File: src/rtl/rx_pkg.sv
// Shared types, constants and helpers for the serial frame receiver.
package rx_pkg;

    // Receiver sequencing states, 2-bit encoded.
    typedef enum logic [1:0] {
        IDLE = 2'd0,
        DATA = 2'd1,
        STOP = 2'd2
    } state_t;

    localparam int DEFAULT_DATA_W = 8;

    // Ceiling log2, used to size the data-bit counter.
    function automatic int clog2(input int value);
        int result;
        int remaining;
        result    = 0;
        remaining = value - 1;
        while (remaining > 0) begin
            result    = result + 1;
            remaining = remaining >> 1;
        end
        return result;
    endfunction

endpackage : rx_pkg

File: src/rtl/shift_reg_en.sv
// Enabled right shift register: new bits enter at the MSB, so the first bit
// shifted in ends up in the LSB after DATA_W shifts.
import rx_pkg::*;

module shift_reg_en #(
    parameter int DATA_W = DEFAULT_DATA_W
) (
    input  logic              clk,
    input  logic              rs,
    input  logic              en,
    input  logic              sin,
    output logic [DATA_W-1:0] Po
);

    generate
        if (DATA_W == 1) begin : g_single
            // Single-bit register: a shift is just a load.
            always_ff @(posedge clk or negedge rs) begin
                if (!rs) begin
                    Po <= '0;
                end else if (en) begin
                    Po <= sin;
                end
            end
        end else begin : g_multi
            // Shift one position towards the LSB whenever enabled.
            // NOTE: non-blocking assignment so every flop samples pre-edge values.
            always_ff @(posedge clk or negedge rs) begin
                if (!rs) begin
                    Po <= '0;
                end else if (en) begin
                    Po <= {sin, Po[DATA_W-1:1]};
                end
            end
        end
    endgenerate

endmodule : shift_reg_en

File: src/rtl/serial_frame_rx_ctrl.sv
// Serial frame receiver controller: start bit detect, DATA_W data shifts,
// stop bit check, and a one-deep valid/ready holding register.
import rx_pkg::*;

module serial_frame_rx_ctrl #(
    parameter int DATA_W = DEFAULT_DATA_W
) (
    input  logic              clk,
    input  logic              rs,
    input  logic              sin,
    input  logic              out_ready,
    output logic [DATA_W-1:0] out_data,
    output logic              out_valid,
    output logic              busy,
    output logic              frame_err,
    output logic              overrun
);

    // A 1-bit frame still needs a 1-bit counter.
    localparam int CNT_W = (clog2(DATA_W) < 1) ? 1 : clog2(DATA_W);
    localparam logic [CNT_W-1:0] LAST_BIT = CNT_W'(DATA_W - 1);

    state_t            state;
    state_t            next_state;
    logic [CNT_W-1:0]  bit_cnt;
    logic [DATA_W-1:0] sr;
    logic              shift_en;
    logic              cnt_clear;
    logic              load_word;
    logic              err_set;
    logic              ovr_set;
    logic              slot_free;

    shift_reg_en #(
        .DATA_W (DATA_W)
    ) u_shift (
        .clk (clk),
        .rs  (rs),
        .en  (shift_en),
        .sin (sin),
        .Po  (sr)
    );

    assign busy      = (state != IDLE);
    // The holding register can take a word if empty or being drained now.
    assign slot_free = !out_valid || out_ready;

    // State register.
    always_ff @(posedge clk or negedge rs) begin
        if (!rs) begin
            state <= IDLE;
        end else begin
            state <= next_state;
        end
    end

    // Next-state decode plus the per-cycle control strobes.
    always_comb begin
        // NOTE: every output gets a default first, so no path infers a latch.
        next_state = state;
        shift_en   = 1'b0;
        cnt_clear  = 1'b0;
        load_word  = 1'b0;
        err_set    = 1'b0;
        ovr_set    = 1'b0;
        unique case (state)
            IDLE: begin
                if (!sin) begin
                    next_state = DATA;
                    cnt_clear  = 1'b1;
                end
            end
            DATA: begin
                shift_en = 1'b1;
                if (bit_cnt == LAST_BIT) begin
                    next_state = STOP;
                end
            end
            STOP: begin
                next_state = IDLE;
                if (sin) begin
                    load_word = slot_free;
                    ovr_set   = !slot_free;
                end else begin
                    err_set = 1'b1;
                end
            end
            default: begin
                next_state = IDLE;
            end
        endcase
    end

    // Data-bit counter: cleared on the start bit, advanced once per data bit.
    always_ff @(posedge clk or negedge rs) begin
        if (!rs) begin
            bit_cnt <= '0;
        end else if (cnt_clear) begin
            bit_cnt <= '0;
        end else if (shift_en) begin
            bit_cnt <= bit_cnt + 1'b1;
        end
    end

    // Holding register and handshake: a load wins over a same-cycle drain.
    always_ff @(posedge clk or negedge rs) begin
        if (!rs) begin
            out_data  <= '0;
            out_valid <= 1'b0;
        end else if (load_word) begin
            out_data  <= sr;
            out_valid <= 1'b1;
        end else if (out_valid && out_ready) begin
            out_valid <= 1'b0;
        end
    end

    // Registered one-cycle status pulses; decoded from exclusive stop cases.
    always_ff @(posedge clk or negedge rs) begin
        if (!rs) begin
            frame_err <= 1'b0;
            overrun   <= 1'b0;
        end else begin
            frame_err <= err_set;
            overrun   <= ovr_set;
        end
    end

endmodule : serial_frame_rx_ctrl

File: config.mk
export PLATFORM = sky130hd
export DESIGN_NAME = serial_frame_rx_ctrl
export DESIGN_NICKNAME = d
export VERILOG_FILES = /design/src/rtl/rx_pkg.sv /design/src/rtl/shift_reg_en.sv /design/src/rtl/serial_frame_rx_ctrl.sv
export SDC_FILE = /design/constraint.sdc
export NUM_CORES = 1
export LEC_CHECK = 0
export CORE_ASPECT_RATIO = 0.8
export CORE_UTILIZATION = 50
export DETAILED_ROUTE_END_ITERATION = 8
export HOLD_SLACK_MARGIN = 0.1
export PLACE_DENSITY = 0.75
export SETUP_SLACK_MARGIN = 0.3
export SYNTH_ARGS = -nofsm -noshare
export SYNTH_HDL_FRONTEND = slang
export SYNTH_SLANG_ARGS = --single-unit
File: constraint.sdc
create_clock -name clk -period 1.6 [get_ports clk]
set_input_delay 0.24 -clock clk [delete_from_list [all_inputs] [get_ports clk]]
set_output_delay 0.24 -clock clk [all_outputs]
set_load 0.1 [all_outputs]
# Word-level counts from Yosys, hierarchy flattened
# Cells that the tools add are included.
[totals]
reg_bits = 24
latchBits = 0
ram_bits = 0
romBits = 0
in_bits = 4
output_inout_bits = 12
memories = 0
[classes]
addsub = 1
multipliers = 0
div = 0
n_lt_le_gt_ge = 0
n_eq_ne = 5
n_shift = 0
n_mux = 15
bitwise = 0
n_reduce_logical = 9
[ops]
columns = ["cell", "n"]
rows = [
  ["1-bit two-way mux", 10],
  ["3-bit two-way mux", 2],
  ["2-bit nonzero test", 3],
  ["2-bit two-way mux", 2],
  ["2-bit inequality test (second input constant)", 2],
  ["2-bit case mux with 2 select lines", 1],
  ["3-bit by 1-bit adder with 3-bit output (second input constant)", 1],
  ["3-bit == test (second input constant)", 1],
  ["2-bit by 1-bit == test with 1-bit output (second input constant)", 1],
  ["2-bit == test (second input constant)", 1],
  ["1-bit logical NOT", 2],
  ["2-bit logical NOT", 1],
  ["2-bit AND reduction", 1],
  ["1-bit logical AND", 1],
  ["1-bit logical OR", 1],
]

# Logic depth before layout (Yosys ltp)
# Gate-level depths: netlist (run 1).
[depth]
ltp_word = 5
ltp_mapped = 4

# By module
# A second synthesis (run 1) with hierarchy kept.
[unflattened]
hier_cells = 59
hier_area_um2 = 1008.5
[by_module_without_submodules]
columns = ["module", "n_inst", "cells_each", "area_per_inst_um2", "seq_area_each_um2"]
rows = [
  ["serial_frame_rx_ctrl", 1, 42, 676.9, 400.4],
  ["shift_reg_en", 1, 17, 331.6, 200.2],
]

# Worst setup path after synthesis (run 1)
# OpenSTA, ideal clock, no wires.
[synth_path]
kind = "reg-to-reg"
start = "reg out_valid"
end = "reg out_data[0]"
setup_ps = 126
t_arrival_ps = 1678
required_ps = 1474
slack_ps = -204
path_stages_with_launch = 5
period_less_slack_ps = 1804
cell_sequence = "dfrtp_1 > nand2b_1 > nor2b_2 > buf_6 > mux2_4"
[synth_via]
elab_chain_len = 4
[synth_lines]
columns = ["item", "line", "text"]
rows = [
  ["start: declaration", "serial_frame_rx_ctrl.sv:13", "output logic out_valid,"],
  ["start signal: assignment", "serial_frame_rx_ctrl.sv:109", "out_valid <= 1'b0;"],
  ["start signal: assignment", "serial_frame_rx_ctrl.sv:112", "out_valid <= 1'b1;"],
  ["start signal: assignment", "serial_frame_rx_ctrl.sv:114", "out_valid <= 1'b0;"],
  ["1-bit logical NOT", "serial_frame_rx_ctrl.sv:46", "assign slot_free = !out_valid || out_ready;"],
  ["1-bit logical OR", "serial_frame_rx_ctrl.sv:46", ""],
  ["1-bit two-way mux", "serial_frame_rx_ctrl.sv:81", "if (sin) begin"],
  ["1-bit two-way mux", "serial_frame_rx_ctrl.sv:66", "unique case (state)"],
  ["end signal: assignment", "serial_frame_rx_ctrl.sv:111", "out_data <= sr;"],
  ["end: declaration", "serial_frame_rx_ctrl.sv:12", "output logic [DATA_W-1:0] out_data,"],
]
# No other way between the ends.
# A chain may end at the register's enable or synchronous reset.

# Final worst setup path (run 1)
[layout_path]
start = "reg state[0]"
end = "out busy"
[layout_via]
elab_chain_len = 1
[layout_lines]
columns = ["item", "line", "text"]
rows = [
  ["start: declaration", "serial_frame_rx_ctrl.sv:23", "state_t state;"],
  ["start signal: assignment", "serial_frame_rx_ctrl.sv:53", "state <= next_state;"],
  ["2-bit nonzero test", "serial_frame_rx_ctrl.sv:44", "assign busy = (state != IDLE);"],
  ["end: declaration", "serial_frame_rx_ctrl.sv:14", "output logic busy,"],
]
# No other way between the ends.

==> qor.yml, run 1 <==
clock_tree:
  clkTransAtPathRegs_ps: 140
  root_buffer: "clkbuf_4"
  clockBufferDepth: 2
  h-tree-depth: 1
  cts.sink_count: 24
  tritoncts: "built"
  cts_buffers: 3
  clk_latency_ps: 320
  hold_buffers: 0
floorplanning:
  die_x_um: 51.3
  std_cell_rows: 13
  die_y_um: 41.4
  core_area_um2: 1720
  die_area_um2: 2130
  ioPinCount: 16
  initial_core_util_pct: 56.4
placement:
  dp_hpwl_um: 1150
  portBuffers: 15
  gp_congestion: 0.685
detailed_routing:
  via_per_inst: 5.13
  antenna_left: 0
  vias: 544
  routed_wl_um: 1630
  wire_per_inst_um: 15.4
  drc_errors: 0
  drt_iter0_drc: 0
  first_pass_iters: 1
timing:
  hold_violations: 0
  tightest_slew_ps: 294
  fin_worst_skew_ps: 18.3
  post-route-period-util_pct: 86.4
  timing.fmax_mhz: 723
  min_period_ps: 1380
  rsz0062_at_grt: "yes"
  slew_violations: 0
  slew-limit-headroom_pct: 80.4
  setup_tns_ps: 0
  setup_viol: 0
setup_path:
  crit_family: "flip-flops"
  worstPathMaxFanout: 2
  worstPathArrival_ps: 1140
  path_class: "register to output pin"
  rrSetupSlack_ps: 220
  required_ps: 1360
  cp-start-kind: "register"
  slowest_delay_ps: 410
  critical_path.cell_chain: "or2_4, buf_12"
  crit_slowest_cell: "dfrtp_1"
  worstSetupEndpointType: "output pin"
  path_buf_inv: 1
final_layout:
  nets: 91
  n_antenna_cell: 0
  areaGrowthSynthToFinish_pct: 44.0
  drive_gt1_share_pct: 56.0
global_route:
  grt_pass1_wl_um: 2710
  track_usage_pct: 18.0
  grt_antenna_before_repair: 0
  grt_overflow: 0
  grt_start_max_net_pins: 25
  grt_pass1_vias: 562
min_path:
  hold_class: "input port to async pin"
synthesis:
  yosysTopAreaCellShare_pct: 61.8
  synth_area_leader_cell: "dfrtp_1"
  syn-instance-count: 60
  avgSynthCellArea_um2: 16.2
  synth_warnings: 0
  ys_seq_area_share_pct: 61.8
  synth_nets: 66
  yosysUniqueCellTypes: 18
  yosys-top-cells-area: "dfrtp_1 (62%), mux2_4 (12%), mux2_2 (10%)"
  synth_area_um2: 972
  ys_ff_latch: 24
flow_run:
  maxCapViolations: 0
status:
  status: "complete, no violations"
[cell families (layout without fill, tap and decap cells)]
group / count (synthesis) / in the layout / synth area share (%)
AND/OR/NAND/NOR: 10 / 10 / 7.47
flip-flops: 24 / 24 / 61.8
buffers and inverters: 3 / 27 / 2.32
AO/OA/AOI/OAI: 4 / 4 / 3.09
adder cells (fa/ha/maj): 2 / 2 / 2.57
multiplexers: 17 / 17 / 22.8
[layout make-up]
type                            instances  area (um^2)
Tap cell                               22         27.5
Clock buffer                            3         22.5
Sequential cell                        24          606
Fill cell                             100          324
Clock inverter                          1         30.0
Inverter                                1         3.75
Timing Repair Buffer                   22          339
Multi-Input combinational cell         33          372
[sequential cells by signal, indices dropped and copies added (netlist names)]
signal      cells
state           2
bit_cnt         3
out_data        8
overrun         1
out_valid       1
u_shift.Po      8
frame_err       1
[routing by layer]
metal	vias to the layer above	share of wire, %	global-route usage (%)
met3	0	5.4	8.42
met1	275	45	23.4
met4	0	0	1.62
met2	15	50	28.7
li1	254	-	-
met5	-	0	0
[cell usage after synthesis, drive strengths merged]
| library cell | instances |
|---|---|
| dfrtp | 24 |
| mux2 | 17 |
| a22o | 2 |
| buf | 2 |
| ha | 2 |
| nand2b | 2 |
| nor2 | 2 |
| a21o | 1 |
| a21oi | 1 |
| and2 | 1 |
| inv | 1 |
| nand2 | 1 |
| nand3b | 1 |
| nor2b | 1 |
| nor3b | 1 |
| or2 | 1 |
[placed cells by master (no fill, tap or decap), drive strengths merged, types with 2 or more instances in the layout]
cell type,netlist,layout
a22o,2,2
buf,2,19
clkbuf,0,3
clkdlybuf4s50,0,3
dfrtp,24,24
ha,2,2
mux2,17,17
nand2b,2,2
nor2,2,2
[worst paths after layout]
kind	end	from	cells after the start
worst min-delay path	out_valid	rs	2
worst max-delay path	busy	state[0]	2
max in group asynchronous	state[1]	rs	2
worst max register to register	out_data[4]	state[0]	5
min in group clk	out_data[7]	u_shift.Po[7]	1
worst min register to register	out_data[7]	u_shift.Po[7]	1
[stage by stage]
step           setup WS (ps)  hold slack [ps]  cells  instance area (um^2)  utilization (%)
6_report                 217              260    106                  1400             81.2
5_1_grt                  171              267    106                  1400             81.2
4_1_cts                  205              269    105                  1380             80.1
3_5_place_dp            4.17              494     98                  1300             75.5
3_3_place_gp            23.3              484     98                  1300             75.5
2_1_floorplan            174            -55.6     60                   988                -
[what timing repair did]
item                       CTS  global route
setup endpoints to repair   17            18
buffers inserted             3             1
resized for setup            2             3
pin swaps                    1             0
gates cloned                 0             0
Power of run 1 is not shown: default switching activity piles up to over one toggle a cycle in this logic, so the estimate is an artifact.
==> run 2: changes to the inputs <==
--- a/config.mk
+++ b/config.mk
@@ -7,6 +7,7 @@
 export LEC_CHECK = 0
 export CORE_ASPECT_RATIO = 0.8
 export CORE_UTILIZATION = 50
+export CTS_CLUSTER_SIZE = 20
 export DETAILED_ROUTE_END_ITERATION = 8
 export HOLD_SLACK_MARGIN = 0.1
 export PLACE_DENSITY = 0.75
==> results of run 2 <==
Same layout as run 1: the final DEF is identical, and so are final timing and power.
Power of run 2 is left out for the same reason.
